[src/rtl/fpnew_opgroup_slice_arbiter_pkg.sv]
// Shared defaults and index helpers for the opgroup slice arbiter.
package fpnew_opgroup_slice_arbiter_pkg;

  localparam int unsigned DefaultNumReq         = 4;
  localparam int unsigned DefaultOpWidth        = 128;
  localparam int unsigned DefaultResWidth       = 72;
  localparam int unsigned DefaultMaxOutstanding = 4;

  // (a + b) mod m, for walking requester indices around the ring.
  function automatic int unsigned wrap_add(int unsigned a, int unsigned b, int unsigned m);
    return (a + b) % m;
  endfunction

endpackage

[src/rtl/fpnew_opgroup_slice_arbiter_id_fifo.sv]
// In-order FIFO of issued requester IDs; occupancy kept in a separate counter.
module fpnew_slice_id_fifo #(
  parameter int unsigned  Depth    = 4,
  parameter int unsigned  Width    = 2,
  localparam int unsigned PtrWidth = (Depth > 1) ? $clog2(Depth) : 1,
  localparam int unsigned CntWidth = $clog2(Depth + 1)
) (
  input  logic                clk_i,
  input  logic                rst_i,
  input  logic                push_i,
  input  logic [Width-1:0]    push_data_i,
  input  logic                pop_i,
  input  logic                clear_i,
  output logic [Width-1:0]    head_o,
  output logic [CntWidth-1:0] count_o
);

  logic [Width-1:0]    mem_q [Depth];
  logic [PtrWidth-1:0] wr_ptr_q, rd_ptr_q;
  logic [CntWidth-1:0] count_q;

  function automatic logic [PtrWidth-1:0] ptr_inc(input logic [PtrWidth-1:0] p);
    return (p == PtrWidth'(Depth - 1)) ? '0 : p + PtrWidth'(1);
  endfunction

  always_ff @(posedge clk_i) begin
    if (rst_i) begin
      wr_ptr_q <= '0;
      rd_ptr_q <= '0;
      count_q  <= '0;
      for (int unsigned i = 0; i < Depth; i++) begin
        mem_q[i] <= '0;
      end
    end else if (clear_i) begin
      wr_ptr_q <= '0;
      rd_ptr_q <= '0;
      count_q  <= '0;
    end else begin
      if (push_i) begin
        mem_q[wr_ptr_q] <= push_data_i;
        wr_ptr_q        <= ptr_inc(wr_ptr_q);
      end
      if (pop_i) begin
        rd_ptr_q <= ptr_inc(rd_ptr_q);
      end
      if (push_i && !pop_i) begin
        count_q <= count_q + CntWidth'(1);
      end else if (pop_i && !push_i) begin
        count_q <= count_q - CntWidth'(1);
      end
    end
  end

  assign head_o  = mem_q[rd_ptr_q];
  assign count_o = count_q;

endmodule

[src/rtl/fpnew_opgroup_slice_arbiter.sv]
// Round-robin sharing of one in-order opgroup slice between NumReq requesters,
// with results steered back to their issuers through an ID FIFO.
module fpnew_opgroup_slice_arbiter
  import fpnew_opgroup_slice_arbiter_pkg::*;
#(
  parameter int unsigned  NumReq         = DefaultNumReq,
  parameter int unsigned  OpWidth        = DefaultOpWidth,
  parameter int unsigned  ResWidth       = DefaultResWidth,
  parameter int unsigned  MaxOutstanding = DefaultMaxOutstanding,
  localparam int unsigned IdWidth        = $clog2(NumReq),
  localparam int unsigned CntWidth       = $clog2(MaxOutstanding + 1)
) (
  input  logic                           clk_i,
  input  logic                           rst_i,
  input  logic [NumReq-1:0]              req_valid_i,
  output logic [NumReq-1:0]              req_ready_o,
  input  logic [NumReq-1:0][OpWidth-1:0] req_op_i,
  output logic                           slc_valid_o,
  input  logic                           slc_ready_i,
  output logic [OpWidth-1:0]             slc_op_o,
  input  logic                           slc_out_valid_i,
  output logic                           slc_out_ready_o,
  input  logic [ResWidth-1:0]            slc_result_i,
  output logic [NumReq-1:0]              rsp_valid_o,
  input  logic [NumReq-1:0]              rsp_ready_i,
  output logic [ResWidth-1:0]            rsp_result_o,
  input  logic                           flush_i,
  output logic                           slc_flush_o,
  output logic                           busy_o,
  output logic [CntWidth-1:0]            outstanding_o
);

  logic                rst_q;
  logic                active;
  logic                lock_q, lock_d;
  logic [IdWidth-1:0]  locked_id_q, locked_id_d;
  logic [IdWidth-1:0]  rr_ptr_q, rr_ptr_d;
  logic [IdWidth-1:0]  rr_grant, cand, grant, head;
  logic                rr_found;
  logic [CntWidth-1:0] count;
  logic                empty, full, can_issue, fire, pop, flush;

  // Outputs stay quiet during reset and for one cycle after it.
  assign active    = ~(rst_i | rst_q);
  assign flush     = active & flush_i;
  assign full      = (count == CntWidth'(MaxOutstanding));
  assign empty     = (count == '0);
  assign can_issue = active & ~full & ~flush_i;

  always_comb begin
    rr_grant = rr_ptr_q;
    rr_found = 1'b0;
    cand     = rr_ptr_q;
    for (int unsigned k = 0; k < NumReq; k++) begin
      cand = IdWidth'(wrap_add(32'(rr_ptr_q), k, NumReq));
      if (!rr_found && req_valid_i[cand]) begin
        rr_found = 1'b1;
        rr_grant = cand;
      end
    end
  end

  // A held offer keeps its grant so the slice sees a stable op until accepted.
  assign grant       = lock_q ? locked_id_q : rr_grant;
  assign slc_valid_o = can_issue & req_valid_i[grant];
  assign slc_op_o    = active ? req_op_i[grant] : '0;
  assign fire        = slc_valid_o & slc_ready_i;
  assign req_ready_o = fire ? (NumReq'(1) << grant) : '0;

  always_comb begin
    lock_d      = lock_q;
    locked_id_d = locked_id_q;
    rr_ptr_d    = rr_ptr_q;
    if (flush || fire) begin
      lock_d = 1'b0;
    end else if (slc_valid_o) begin
      lock_d      = 1'b1;
      locked_id_d = grant;
    end
    if (fire) begin
      rr_ptr_d = IdWidth'(wrap_add(32'(grant), 1, NumReq));
    end
  end

  always_ff @(posedge clk_i) begin
    if (rst_i) begin
      rst_q       <= 1'b1;
      lock_q      <= 1'b0;
      locked_id_q <= '0;
      rr_ptr_q    <= '0;
    end else begin
      rst_q       <= 1'b0;
      lock_q      <= lock_d;
      locked_id_q <= locked_id_d;
      rr_ptr_q    <= rr_ptr_d;
    end
  end

  fpnew_slice_id_fifo #(
    .Depth (MaxOutstanding),
    .Width (IdWidth)
  ) u_id_fifo (
    .clk_i       (clk_i),
    .rst_i       (rst_i),
    .push_i      (fire),
    .push_data_i (grant),
    .pop_i       (pop),
    .clear_i     (flush),
    .head_o      (head),
    .count_o     (count)
  );

  // During a flush the slice drains freely; nothing is delivered or popped.
  assign slc_out_ready_o = active & (flush_i | (rsp_ready_i[head] & ~empty));
  assign rsp_valid_o     = (active & slc_out_valid_i & ~empty & ~flush_i) ?
                           (NumReq'(1) << head) : '0;
  assign pop             = slc_out_valid_i & slc_out_ready_o & ~flush_i;
  assign rsp_result_o    = active ? slc_result_i : '0;
  assign slc_flush_o     = flush;
  assign busy_o          = active & (~empty | slc_valid_o);
  assign outstanding_o   = count;

  a_no_result_when_empty: assert property (
    @(posedge clk_i) disable iff (!active) !(slc_out_valid_i && empty));

endmodule

[config.mk]
export PLATFORM = sky130hd
export DESIGN_NAME = fpnew_opgroup_slice_arbiter
export DESIGN_NICKNAME = d
export VERILOG_FILES = /design/src/rtl/fpnew_opgroup_slice_arbiter_pkg.sv /design/src/rtl/fpnew_opgroup_slice_arbiter_id_fifo.sv /design/src/rtl/fpnew_opgroup_slice_arbiter.sv
export SDC_FILE = /design/constraint.sdc
export NUM_CORES = 1
export LEC_CHECK = 0
export CAP_MARGIN = 20
export CORE_AREA = 2 2 314 316
export DETAILED_ROUTE_END_ITERATION = 10
export DIE_AREA = 0 0 316 318
export GPL_TIMING_DRIVEN = 0
export SLEW_MARGIN = 10
export SYNTH_ARGS = -nofsm -noshare
export SYNTH_HDL_FRONTEND = slang
export SYNTH_SLANG_ARGS = --single-unit
[constraint.sdc]
create_clock -name clk_i -period 4.3 [get_ports clk_i]
set_input_delay 0.43 -clock clk_i [delete_from_list [all_inputs] [get_ports clk_i]]
set_output_delay 0.43 -clock clk_i [all_outputs]
set_load 0.01 [all_outputs]
* Word level (Yosys, flattened, before mapping)
Memory sizes are Yosys's and may differ from the RTL's. A register that Yosys moved wholly into a read port is not among the register bits. Cells that the tools add are included. W data, S select, Z words.
Storage, ports and cells: bits of input ports 597, RAM bits 8, word-level logic and storage cells 105, output and inout bits 215, memories 1, memory bits (read-only) 0, register bits after elaboration 13, latch bits 0
Operators by class: shift operators 2, eq/ne operators 3, $lt $le $gt $ge 6, bitwise logic cells 21, add/sub/neg operators 8, reductions and logical operators 17, multiply operators 0, muxes and demuxes 40, div/mod/pow operators 0
Memory list:
- u_id_fifo.mem_q | depth 4, width 2, rd ports 1, clocked after Yosys merged registers in 1, wr ports 4, line fpnew_opgroup_slice_arbiter_id_fifo.sv:18 | logic [Width-1:0] mem_q [Depth];
Operator list (number):
- $bmux W128 S2 | 1
- $mux W128 | 2
- $mux W72 | 1
- $mux W2 | 10
- $lt A2 B3 Y1 const B | 6
- $mux W1 | 16
- $and A1 B1 Y1 | 13
- $bmux W1 S2 | 6
- $add A2 B1 Y2 const B | 4
- $mux W4 | 2
- $shl A1 B2 Y4 const A | 2
- $mux W3 | 2
- $reduce_or A2 Y1 | 3
- $logic_and A1 B1 Y1 | 5
- $logic_not A1 Y1 | 5
- $not A1 Y1 | 5
- $add A2 B2 Y2 const B | 2
- $eq A2 B2 Y1 const B | 2
- $add A3 B1 Y3 const B | 1
- $eq A3 B3 Y1 const B | 1
- $logic_not A3 Y1 | 1
- $or A1 B1 Y1 | 3
- $sub A3 B1 Y3 const B | 1
- $reduce_and A2 Y1 | 1
- 2 further kinds | 2

* Longest topological paths before layout
depth in word-level cells 23, mapped depth 15, gate-level depth less buffers 14

* By module
Synthesis repeated with hierarchy kept, for this count alone.
Second synthesis, totals: cell total of the unflattened synthesis 671, area, all modules 5550.3 um2
By module, submodules not included:
- fpnew_opgroup_slice_arbiter | cells an instance 605, area an instance 4785.8 um2, sequential area each 120.1 um2, instances 1
- fpnew_slice_id_fifo | cells an instance 66, area an instance 764.5 um2, sequential area each 420.4 um2, instances 1

* Worst setup path before layout
OpenSTA, ideal clock, no wires.
path type input -> register, start point input port req_valid_i[0], end point register u_id_fifo.count_q[2], in the netlist u_id_fifo.count_o[2], required time 4.176 ns, stages on the path 15, arrival 3.101 ns, path slack 1.074 ns, library setup time 0.124 ns, path buffers 1, cell sequence buf_2 mux2_1 o22ai_1 nand2b_1 a32oi_2 mux2i_1 nand2_1 inv_1 ha_1 inv_1 fa_1 xor2_1 nor2_1 xnor2_1 nor2_1
Between the ends: cells in the longest elaborated chain, start to end 20, elaborated cells on any way between the ends 30, classes of those cells mux: 18; bitwise: 2; reduce/logical: 10
Ends and longest elaborated chain:
- start, declared | line fpnew_opgroup_slice_arbiter.sv:15 | input logic [NumReq-1:0] req_valid_i,
- $bmux W1 S2 | line fpnew_opgroup_slice_arbiter.sv:56 | if (!rr_found && req_valid_i[cand]) begin
- $mux W1 (not written as such) | line fpnew_opgroup_slice_arbiter.sv:56
- $mux W1 | line fpnew_opgroup_slice_arbiter.sv:56
- $logic_not A1 Y1 | line fpnew_opgroup_slice_arbiter.sv:56
- $logic_and A1 B1 Y1 | line fpnew_opgroup_slice_arbiter.sv:56
- $mux W1 | line fpnew_opgroup_slice_arbiter.sv:56
- $logic_not A1 Y1 | line fpnew_opgroup_slice_arbiter.sv:56
- $logic_and A1 B1 Y1 | line fpnew_opgroup_slice_arbiter.sv:56
- [... 5 more ...]
- $bmux W1 S2 * | line fpnew_opgroup_slice_arbiter.sv:65 | assign slc_valid_o = can_issue & req_valid_i[grant];
- $mux W1 (not written as such) * | line fpnew_opgroup_slice_arbiter.sv:65
- $and A1 B1 Y1 * | line fpnew_opgroup_slice_arbiter.sv:65
- $and A1 B1 Y1 * | line fpnew_opgroup_slice_arbiter.sv:67 | assign fire = slc_valid_o & slc_ready_i;
- via fire | line fpnew_opgroup_slice_arbiter.sv:41 | logic empty, full, can_issue, fire, pop, flush;
- $logic_not A1 Y1 | line fpnew_opgroup_slice_arbiter_id_fifo.sv:48 | end else if (pop_i && !push_i) begin
- $logic_and A1 B1 Y1 | line fpnew_opgroup_slice_arbiter_id_fifo.sv:48
- $reduce_bool A2 Y1 (no line)
- end signal, assigned | line fpnew_opgroup_slice_arbiter_id_fifo.sv:47 | count_q <= count_q + CntWidth'(1);
- end signal, assigned | line fpnew_opgroup_slice_arbiter_id_fifo.sv:49 | count_q <= count_q - CntWidth'(1);
- end, declared | line fpnew_opgroup_slice_arbiter_id_fifo.sv:20 | logic [CntWidth-1:0] count_q;
The timed path passes the listed nets; every way through them passes the cells marked *. The select of a mux whose other input is x is not followed. A chain may end at the register's enable or synchronous reset.

* Worst setup path after layout
start point input port req_valid_i[1], end point output port slc_op_o[15]
Between the ends: cells in the longest elaborated chain, start to end 16, elaborated cells on any way between the ends 24, classes of those cells mux: 18; reduce/logical: 6
Ends and longest elaborated chain:
- $bmux W1 S2 | line fpnew_opgroup_slice_arbiter.sv:56
- $mux W1 (not written as such) | line fpnew_opgroup_slice_arbiter.sv:56
- $mux W1 | line fpnew_opgroup_slice_arbiter.sv:56
- $logic_not A1 Y1 | line fpnew_opgroup_slice_arbiter.sv:56
- $logic_and A1 B1 Y1 | line fpnew_opgroup_slice_arbiter.sv:56
- $mux W1 | line fpnew_opgroup_slice_arbiter.sv:56
- $logic_not A1 Y1 | line fpnew_opgroup_slice_arbiter.sv:56
- $logic_and A1 B1 Y1 | line fpnew_opgroup_slice_arbiter.sv:56
- $mux W1 | line fpnew_opgroup_slice_arbiter.sv:56
- $logic_not A1 Y1 | line fpnew_opgroup_slice_arbiter.sv:56
- $logic_and A1 B1 Y1 | line fpnew_opgroup_slice_arbiter.sv:56
- $mux W2 * | line fpnew_opgroup_slice_arbiter.sv:56
- $mux W2 * | line fpnew_opgroup_slice_arbiter.sv:64 | assign grant = lock_q ? locked_id_q : rr_grant;
- $bmux W128 S2 * | line fpnew_opgroup_slice_arbiter.sv:66 | assign slc_op_o = active ? req_op_i[grant] : '0;
- $mux W128 (not written as such) * | line fpnew_opgroup_slice_arbiter.sv:66
- $mux W128 * | line fpnew_opgroup_slice_arbiter.sv:66
- end, declared | line fpnew_opgroup_slice_arbiter.sv:20 | output logic [OpWidth-1:0] slc_op_o,
Mark *: on every way between the ends. The rest lies on a longest branch, timed or not. The select of a mux whose other input is x is not followed.

==> metrics <==
status=completed; Mapped Area=5821 sq um; placed insts=2627; hold buffers post-CTS=0; worst-path fanout max=10; Area growth, synth to finish=170.4%; initial core utilization=0.05975; Final period util=0.9513; CTS tree=done; total grt overflow=0; final WL=83750 um; clock buffer depth=2; die height=318 um; nets=1952; WL met3=8631 um; fmax=244.5 MHz; CP Capture Type=output pin; Final min period=4.091 ns; peak supply drop=0.09038 mV; Clock transition at path regs=0.07 ns; Root Buffer=clkbuf_16; Met1 Wirelength=33630 um; input/output buffers=810; I/O pin count=812; Req. time, crit path=3.87 ns; final number of max-transition violations=0; GPL Wtd Cong=0.9622; CTS sink cnt=23; Slew HR=0.3607; Antenna Nets Post-Route=0; synth warn=0; post-route setup TNS=0 ns; share of cells above drive strength 1=0.1315; startpoint types=input pin; post-route total power=2.254 mW; Final Instance Count excl. Fillers=2655; row cnt=115; slowest cell on the critical path=clkdlybuf4s50_1; Pleak=5.256 nW; First-pass DRT Iterations=5; first-pass GRT wire length=101300 um; final setup fails=0; Hold Path Depth=2; Synth Area per Inst=10.98 sq um; largest net degree at the start of global routing=14; delay of the slowest critical-path stage=0.60 ns; sequential share of the synthesized area=0.09286; Core Region=97410 sq um; CP Cell Sequence=clkdlybuf4s50_1 > inv_1 > nor4b_1 > o21ai_1 > a32oi_4 > inv_2 > clkbuf_8 > buf_4 > mux4_2 > and2_1 > clkdlybuf4s50_1; number of buffers created by CTS=3; Yosys cell types=47; Die Span X=316 um; initial DRC count=717; Bufs and invs on worst path=6; max-cap violations=0; post-DR vias/cell=3.357; worst hold-check path type=register to register; worst slew pin tran=0.9589 ns; critical path arrival=3.66 ns; antenna violations before repair=90; post-DP HPWL=77650 um; Worst path depth=11; Top delay family on crit path=buffers and inverters; Power per Cell Area=143.2 nW/um^2; wire per inst=31.54 um; H-tree levels=1; final hold vios=0; number of synthesized flops with an enable pin=8; Crit Path Class=input pin to output pin; clk_lat worst skew=0.26 ns; gr usage total=0.1577; final setup skew=0.008928 ns; asr flop ratio synth=0; Top Metal Used=met5; vias in the first global route=9060; met2 wire length=38960 um; Post-Synthesis Cells=530; DIE AREA=100500 sq um; vias=8914; RSZ-0062 raised after global routing=no; worst-case reg-to-reg path depth=15; Synth Net Count=1135; main flop type after synthesis=dfxtp_1; DRC Markers=0; Synth Register Bits=23; Finished Core Util=0.1616; most used cell, CP=clkdlybuf4s50_1
-- flip-flops by register name (all words and copies together), names as in the netlist, named ones only --
register,cells
rst_q,1
u_id_fifo.wr_ptr_q,2
locked_id_q,2
u_id_fifo.count_o,3
u_id_fifo.rd_ptr_q,2
u_id_fifo.mem_q,8
lock_q,1
rr_ptr_q,2
-- cell usage after synthesis (7+ instances only) --
master,n,area share
ha_1,7,0.015
buf_2,22,0.019
inv_1,7,0.0045
a21oi_1,8,0.0069
mux4_2,131,0.51
nor2_1,16,0.010
edfxtp_1,8,0.041
dfxtp_1,15,0.052
and2_1,203,0.22
clkbuf_1,27,0.017
nand2_1,8,0.0052
-- repair_timing --
action / in CTS / in global routing
endpoints found under the setup margin: 126 / 36
buffers inserted: 1 / 1
pin swaps: 1 / 1
resized for setup: 13 / 4
-- worst min-delay path, stage by stage, from the launching register on --
cell,delay [ns]
dfxtp_1,0.32
nand2_1,0.05
a21oi_1,0.07
-- power by group --
part	total (mW)	switching (mW)	leakage [nW]	internal (mW)
combinational	1.81	0.770	5.01	1.04
sequential	0.236	0.00512	0.204	0.231
clock	0.204	0.0789	0.0410	0.125
total	2.25	0.854	5.26	1.40
-- cells by family after synthesis --
family | Yosys count | synth area share
adders and majority gates | 8 | 0.01849
muxes | 138 | 0.5196
buffers and inverters | 65 | 0.05439
AOI/OAI and AO/OA | 32 | 0.04128
DFF | 23 | 0.09286
xor gates and xnor gates | 3 | 0.004515
and+or+nand+nor | 261 | 0.2689
-- routing by layer --
metal / GRT usage / up-vias
met3: 0.05648 / 160
met1: 0.1906 / 4291
met4: 0.03086 / 54
li1: - / 3694
met2: 0.2673 / 715
met5: 0 / -
-- cell type report --
class	count	area [sq um]
Antenna cell	22	55.05
Clock buffer	3	75.07
Timing Repair Buffer	812	8120
Tap cell	1287	1610
Clock inverter	1	5.005
Multi-Input combinational cell	442	4979
Sequential cell	23	540.5
Inverter	9	36.28
Buffer	56	316.6
Fill cell	10940	81670
-- cell usage in the layout, fill, tap and decap left out, drive strengths merged, types with 7 or more instances in the layout --
cell             n
and2           203
nand2            8
buf             29
clkdlybuf4s50  808
nor2            16
clkbuf          32
ha               7
diode           22
inv              9
dfxtp           15
a21oi            8
edfxtp           8
mux4           131
-- stage by stage --
step / setup WS (ns) / hold WS, ns / instance area, sq um
finish: 0.2093 / 0.4984 / 15740
global route: 0.02172 / 0.5357 / 15700
CTS: 0.04155 / 0.4967 / 15670
detailed placement: -0.7122 / 0.4877 / 15540
global placement: -1.344 / 0.4929 / 15540
floorplan: 1.074 / 0.4577 / 5821
-- final timing paths --
path | start | endpoint | slack (ns)
setup reg to reg | lock_q | u_id_fifo.count_o[2] | 0.95
setup / recovery | req_valid_i[1] | slc_op_o[15] | 0.21
hold reg to reg | u_id_fifo.rd_ptr_q[0] | register | 0.50
hold / removal | u_id_fifo.rd_ptr_q[0] | register | 0.50
No activity file was read; power rests on OpenSTA's default activity.
